### config.mk
export PLATFORM = sky130hd
export DESIGN_NAME = strobe_decoder4
export DESIGN_NICKNAME = d
export VERILOG_FILES = /design/src/rtl/strobe_decoder4_pkg.sv /design/src/rtl/strobe_decoder4_dec2to4.sv /design/src/rtl/strobe_decoder4.sv
export SDC_FILE = /design/constraint.sdc
export NUM_CORES = 1
export LEC_CHECK = 0
export CORE_MARGIN = 2
export CORE_UTILIZATION = 49
export CTS_CLUSTER_DIAMETER = 50
export DETAILED_ROUTE_END_ITERATION = 7
export PLACE_DENSITY = 0.76
export SLEW_MARGIN = 20
export SYNTH_ARGS = -nofsm -noshare
export SYNTH_HDL_FRONTEND = slang
export SYNTH_HIERARCHICAL = 1
export SYNTH_SLANG_ARGS = --single-unit
### constraint.sdc
create_clock -name clk -period 1.8 [get_ports clk]
set_input_delay 0.36 -clock clk [delete_from_list [all_inputs] [get_ports clk]]
set_output_delay 0.36 -clock clk [all_outputs]
set_load 0.05 [all_outputs]
### src/rtl/strobe_decoder4_pkg.sv
// Shared types and constants for the strobe_decoder4 block (optional accept counter: STROBE_DECODER4_CNT_EN).
package strobe_decoder4_pkg;

    localparam int CODE_W   = 2;
    localparam int ONEHOT_W = 4;

    localparam logic [ONEHOT_W-1:0] ONEHOT_0 = 4'b0001;
    localparam logic [ONEHOT_W-1:0] ONEHOT_1 = 4'b0010;
    localparam logic [ONEHOT_W-1:0] ONEHOT_2 = 4'b0100;
    localparam logic [ONEHOT_W-1:0] ONEHOT_3 = 4'b1000;

    typedef enum logic [1:0] {
        IDLE  = 2'd0,
        DRIVE = 2'd1,
        GAP   = 2'd2
    } state_t;

endpackage

### src/rtl/strobe_decoder4_dec2to4.sv
// Combinational 2-to-4 one-hot decoder with enable; output is all-zero when disabled.
module dec2to4
    import strobe_decoder4_pkg::*;
(
    input  logic [CODE_W-1:0]   code,
    input  logic                en,
    output logic [ONEHOT_W-1:0] onehot
);

    always_comb begin
        onehot = '0;
        if (en) begin
            case (code)
                2'd0:    onehot = ONEHOT_0;
                2'd1:    onehot = ONEHOT_1;
                2'd2:    onehot = ONEHOT_2;
                default: onehot = ONEHOT_3;
            endcase
        end
    end

endmodule

### src/rtl/strobe_decoder4.sv
// Regenerates a one-hot strobe of HOLD_CYCLES from a 2-bit code, followed by GAP_CYCLES idle cycles.
// Optional accepted-code counter enabled by defining STROBE_DECODER4_CNT_EN.
//
// state | meaning
// IDLE  | in_ready high, waiting for a code
// DRIVE | d holds the decoded one-hot strobe
// GAP   | d is zero, enforcing spacing before the next code
module strobe_decoder4
    import strobe_decoder4_pkg::*;
#(
    parameter int HOLD_CYCLES = 4,
    parameter int GAP_CYCLES  = 1
) (
    input  logic                clk,
    input  logic                rst_n,
    input  logic                in_valid,
    output logic                in_ready,
    input  logic                y0,
    input  logic                y1,
    input  logic                flush,
    output logic [ONEHOT_W-1:0] d,
    output logic                busy
`ifdef STROBE_DECODER4_CNT_EN
    ,
    output logic [15:0]         accept_cnt
`endif
);

    localparam int MAX_CYC = (HOLD_CYCLES > GAP_CYCLES) ? HOLD_CYCLES : GAP_CYCLES;
    localparam int CNT_W   = (MAX_CYC < 1) ? 1 : $clog2(MAX_CYC + 1);

    localparam logic [CNT_W-1:0] HOLD_LOAD = CNT_W'(HOLD_CYCLES - 1);
    localparam logic [CNT_W-1:0] GAP_LOAD  = (GAP_CYCLES > 0) ? CNT_W'(GAP_CYCLES - 1) : '0;

    generate
        if (HOLD_CYCLES < 1) begin : g_bad_hold
            $error("strobe_decoder4: HOLD_CYCLES must be >= 1");
        end
        if (GAP_CYCLES < 0) begin : g_bad_gap
            $error("strobe_decoder4: GAP_CYCLES must be >= 0");
        end
    endgenerate

    state_t                state, state_nxt;
    logic [CNT_W-1:0]      cnt, cnt_nxt;
    logic [ONEHOT_W-1:0]   d_nxt;
    logic [ONEHOT_W-1:0]   dec_out;
    logic                  accept;

    assign in_ready = (state == IDLE);
    assign busy     = (state != IDLE);
    // flush outranks acceptance, even when sitting in IDLE
    assign accept   = in_ready & in_valid & ~flush;

    dec2to4 u_dec (
        .code   ({y1, y0}),
        .en     (accept),
        .onehot (dec_out)
    );

    always_ff @(posedge clk or negedge rst_n) begin
        if (!rst_n) begin
            state <= IDLE;
            cnt   <= '0;
            d     <= '0;
        end else begin
            state <= state_nxt;
            cnt   <= cnt_nxt;
            d     <= d_nxt;
        end
    end

    always_comb begin
        state_nxt = state;
        cnt_nxt   = cnt;
        d_nxt     = d;
        if (flush) begin
            state_nxt = IDLE;
            cnt_nxt   = '0;
            d_nxt     = '0;
        end else begin
            case (state)
                IDLE: begin
                    if (accept) begin
                        d_nxt     = dec_out;
                        cnt_nxt   = HOLD_LOAD;
                        state_nxt = DRIVE;
                    end
                end
                DRIVE: begin
                    if (cnt == '0) begin
                        d_nxt = '0;
                        if (GAP_CYCLES == 0) begin
                            state_nxt = IDLE;
                        end else begin
                            cnt_nxt   = GAP_LOAD;
                            state_nxt = GAP;
                        end
                    end else begin
                        cnt_nxt = cnt - CNT_W'(1);
                    end
                end
                GAP: begin
                    if (cnt == '0) begin
                        state_nxt = IDLE;
                    end else begin
                        cnt_nxt = cnt - CNT_W'(1);
                    end
                end
                default: begin
                    state_nxt = IDLE;
                    cnt_nxt   = '0;
                    d_nxt     = '0;
                end
            endcase
        end
    end

`ifdef STROBE_DECODER4_CNT_EN
    always_ff @(posedge clk or negedge rst_n) begin
        if (!rst_n) begin
            accept_cnt <= '0;
        end else if (accept) begin
            accept_cnt <= accept_cnt + 16'd1;
        end
    end
`endif

endmodule

---- After elaboration in Yosys (flattened, before gate mapping) ----
Cells that the tools add are included.
operators by class
  equal/unequal tests ..................... 9
  bitwise gates (word level) .............. 3
  multipliers ............................. 0
  $lt $le $gt $ge ......................... 0
  $add $sub $neg .......................... 1
  muxes and demuxes ....................... 15
  reductions and logical operators ........ 7
  shifts and indexed selects .............. 0
  divide/modulo/power cells ............... 0
operators by type and width
  operator                                                            count
  4-bit case mux with 3 select lines                                  2
  3-bit 2-to-1 mux                                                    4
  4-bit 2-to-1 mux                                                    3
  3-bit != test, second input constant                                3
  3-bit case mux with 3 select lines                                  1
  2-bit 2-to-1 mux                                                    4
  2-bit case mux with 3 select lines                                  1
  3-bit AND reduction                                                 2
  2-bit by 1-bit == test with 1-bit output, second input constant     2
  2-bit == test, second input constant                                2
  2-bit zero test                                                     2
  3-bit zero test                                                     1
  3-bit by 1-bit != test with 1-bit output, second input constant     1
  3-bit by 1-bit subtractor with 3-bit output, second input constant  1
  1-bit AND                                                           2
  2-bit != test, second input constant                                1
  2-bit AND reduction                                                 1
  2-bit nonzero test                                                  1
  1-bit inverter                                                      1
word-level totals
  word-level logic and storage cells ...... 38
  bits in registers ....................... 9
  output and inout bits ................... 6
  input port bits ......................... 6
  memory bits (read-only) ................. 0
  memories ................................ 0
  bits in latches ......................... 0
  bits in writable memories ............... 0

---- Longest topological paths before layout ----
  depth in word-level cells ............... 6
  mapped depth ............................ 7
  depth with buffers taken out ............ 6

---- Modules after synthesis ----
The synthesis kept the hierarchy.
by module, submodules not included
  module           cells an instance  instances  area each (um^2)
  strobe_decoder4  63                 1          609.3
  dec2to4          4                  1          37.5

---- Least setup slack after synthesis ----
No wires, ideal clock.
  path kind ............................... reg2reg
  start ................................... register state[0]
  end ..................................... register d[0]
  data arrival time ....................... 1.670 ns
  stages on the path, launching flop included .. 8
  path buffers ............................ 1
  slack ................................... 0.051 ns
  required time ........................... 1.721 ns
  period minus slack after synthesis ...... 1.749 ns
  library setup time ...................... 0.079 ns
  path through ............................ dfrtp_1 buf_4 nor2_4 inv_2 nor3_1 nor3b_2 nand2_1 mux2i_1
between the ends
  longest elaborated chain between the ends .. 5
  elaborated cells on any way between the ends .. 11
  classes of those cells .................. eq/ne (5); mux (2); bitwise (2); reduce/logical (2)
RTL lines
  element                                             line                   source
  from (decl)                                         strobe_decoder4.sv:44  state_t state, state_nxt;
  from (signal assigned)                              strobe_decoder4.sv:67  state <= state_nxt;
  2-bit zero test                                     strobe_decoder4.sv:50  assign in_ready = (state == IDLE);
  net in_ready                                        strobe_decoder4.sv:17  output logic in_ready,
  1-bit AND (2 in a row)                              strobe_decoder4.sv:53  assign accept = in_ready & in_valid & ~flush;
  net accept                                          strobe_decoder4.sv:48  logic accept;
  3-bit by 1-bit != test with 1-bit output (no line)  --
  3-bit AND reduction (no line)                       --
  to (signal assigned)                                strobe_decoder4.sv:69  d <= d_nxt;
  to (decl)                                           strobe_decoder4.sv:21  output logic [ONEHOT_W-1:0] d,
The timed path passes the listed nets, and every way through them passes these cells.
A chain may end at the register's enable or synchronous reset.

---- Final worst setup path ----
  start ................................... register cnt[0]
  end ..................................... register d[1]
between the ends
  longest elaborated chain between the ends .. 3
RTL lines
  element                        line                   source
  from (decl)                    strobe_decoder4.sv:45  logic [CNT_W-1:0] cnt, cnt_nxt;
  from (signal assigned)         strobe_decoder4.sv:68  cnt <= cnt_nxt;
  3-bit zero test                strobe_decoder4.sv:91  if (cnt == '0) begin
  3-bit != test (no line)        --
  3-bit AND reduction (no line)  --
Every way passes these cells.

==> impl_metrics.env <==
export IMPL_status="completed"
export IMPL_ant_nets=0
export IMPL_drive_above_1_share_pct=29.27
export IMPL_yosys_area_top_type="dfrtp_1"
export IMPL_cts_reportedPaths_clkPinSlew_ns=0.06
export IMPL_cp_arrival_ns=1.78
export IMPL_ctsLongestPathBuffers=2
export IMPL_std_cell_rows=13
export IMPL_h_tree_depth=1
export IMPL_numPortBuffers=11
export IMPL_cts_root_buf="clkbuf_4"
export IMPL_gp_congestion=0.7557
export IMPL_ys_ff_latch=9
export IMPL_maxSlewHeadroom_pct=72.20
export IMPL_netlist_instances=67
export IMPL_viasPerCell=5.021
export IMPL_netlist_area_leader_share_pct=34.82
export IMPL_synth_ff_type="dfrtp_1"
export IMPL_synth_nets=75
export IMPL_insertion_delay_ns=0.26
export IMPL_grtUsageTotal_pct=18.14
export IMPL_p_leak_uw=0.0003934
export IMPL_fin_crit_sh_pct=88.70
export IMPL_area_growth_pct=23.79
export IMPL_die_width_microns=40.34
export IMPL_dp_cells=93
export IMPL_worstSetupEndpointType="flip-flop"
export IMPL_cpPeakStageDelay_ns=0.40
export IMPL_drc=0
export IMPL_cap_violations=0
export IMPL_die_y_microns=40.34
export IMPL_hold_class="input port to asynchronous set/reset pin"
export IMPL_dr_pass1_iters=4
export IMPL_layout_nets=91
export IMPL_coreArea_sq_um=1269
export IMPL_grt_max_degree=11
export IMPL_seq_area_frac_synth_pct=34.82
export IMPL_hold_viol_final=0
export IMPL_grt_pass1_vias=444
export IMPL_wirelength_microns=1169
export IMPL_postSynth_asyncResetShare_pct=100.0
export IMPL_drt_iter0_markers=11
export IMPL_crit_start="cnt[0]"
export IMPL_crit_fanout=6
export IMPL_r2r_slack_ns=0.20
export IMPL_crit_family="simple AND/OR/NAND/NOR gates"
export IMPL_cts_tree="yes"
export IMPL_reg2reg_from="cnt[0]"
export IMPL_ys_warn_count=6
export IMPL_dp_hpwl_microns=873.3
export IMPL_tightestPinTransition_ns=0.4158
export IMPL_regToRegEndpoint="d[1]"
export IMPL_crit_type="flip-flop to flip-flop"
export IMPL_setup_viol=0
export IMPL_syn_area_sq_um=646.9
export IMPL_p_per_area_nw_per_um2=875.9
export IMPL_antenna_found_initial=0
export IMPL_drv_slew=0
export IMPL_final_common_cell="dfrtp_1"
export IMPL_synth_area_leaders="dfrtp_1, mux2i_1, buf_6, inv_1, nand2b_4"
export IMPL_skew_ns=0.002702
export IMPL_tns_ns=0
export IMPL_cts_setup_buffers=0
export IMPL_routed_via_count=487
export IMPL_cts_resized=0
export IMPL_final_cell_mix="dfrtp_1, inv_1, buf_4, nor2_1"
export IMPL_critPathBufInv=1
export IMPL_final_cells=97
export IMPL_grt_pass1_wl_microns=1897
export IMPL_crit_required_ns=1.98
export IMPL_ctsHoldBuffers=0
export IMPL_start_kind="flip-flop"
export IMPL_rr_worst_depth=6
export IMPL_initial_core_util_pct=50.99
export IMPL_wire_per_inst_microns=12.05
export IMPL_num_io_pins=12
export IMPL_syn_area_per_cell_sq_um=9.655
export IMPL_clock_fmax_ghz=0.6264
export IMPL_rsz0062_at_grt="no"
export IMPL_synth_edf_count=0
export IMPL_antenna_cells=0
export IMPL_numCtsBuffers=3
export IMPL_vdd_ir_drop_max_uv=574.6
export IMPL_die_area_sq_um=1627
export IMPL_crit_chain="inv_1 > ha_1 > nor2b_4 > o22ai_2 > nand2b_1 > mux2i_1"
export IMPL_period_needed_ns=1.597
export IMPL_globalRoute_totalOverflow=0
export IMPL_synth_cell_types=30
export IMPL_slowest_stage="dfrtp_1"
export IMPL_cts_sinks=9
[power by group]
| part | internal, uW | total, uW | switching [uW] |
|---|---|---|---|
| Clock | 85.4 | 156 | 70.4 |
| Combinational | 143 | 307 | 164 |
| Sequential | 220 | 239 | 18.8 |
[per-layer routing]
| layer | wire length, microns | global-route usage, % |
|---|---|---|
| met5 | 0 | 0 |
| met4 | 6 | 7.500 |
| met3 | 38 | 5.000 |
| met2 | 534 | 25.79 |
| met1 | 590 | 25.42 |
[cell type report]
cell class,instances,area (sq um)
fill,112,467.9
multi-input combinational,45,346.6
sequential,9,225.2
timing repair buffer,15,150.1
inverter,9,33.78
clock buffer,4,26.28
tap,15,18.77
[cell families (layout without fill, tap and decap cells)]
group                      count (synthesis)  after routing  synth area share [%]
adders and majority gates                  2              2                 3.868
and+or+nand+nor                           26             26                 26.50
DFF                                        9              9                 34.82
AOI/OAI and AO/OA                         11             11                 13.93
buffers and inverters                     13             28                 11.61
muxes                                      5              5                 7.930
xor gates and xnor gates                   1              1                 1.354
[cells in the mapped netlist, drive strengths merged (2+ instances only)]
cell type	instances
and3	2
buf	4
nor2b	2
nand2	5
inv	9
mux2i	4
a21oi	3
dfrtp	9
ha	2
and3b	2
a2111oi	2
nor3	3
nor2	8
nand2b	3
[worst reg2reg max path, stage by stage (launching register included)]
cell and delay (ns):
dfrtp_1 0.40, inv_1 0.11, ha_1 0.25, nor2b_4 0.24, o22ai_2 0.09, nand2b_1 0.21
mux2i_1 0.21
[how the worst max path moves through the flow]
stage / end / slack [ns] / cells past startpoint
2_1_floorplan: d[0] / 0.05 / 7
3_5_place_dp: d[0] / 0.08 / 6
4_1_cts: d[1] / 0.19 / 6
6_report: d[1] / 0.20 / 6
3_3_place_gp: d[1] / 0.11 / 5
5_1_grt: d[2] / 0.04 / 6
[flip-flops by register name, indices dropped and copies added, names as in the netlist]
register and cells:
cnt 3, state 2, d 4
[metrics by stage]
step	hold slack [ns]	utilization [%]	power (uW)	worst slack, ns	area (sq um)
global route	0.4425	63.12	753.3	0.03918	800.8
global placement	0.4700	61.05	546.0	0.1112	774.5
CTS	0.4158	63.12	712.6	0.1909	800.8
finish	0.3994	63.12	701.4	0.2035	800.8
floorplan	0.06441	-	466.0	0.05057	646.9
detailed placement	0.4800	61.05	549.1	0.08257	774.5
Power figures use the tool's default switching activity.
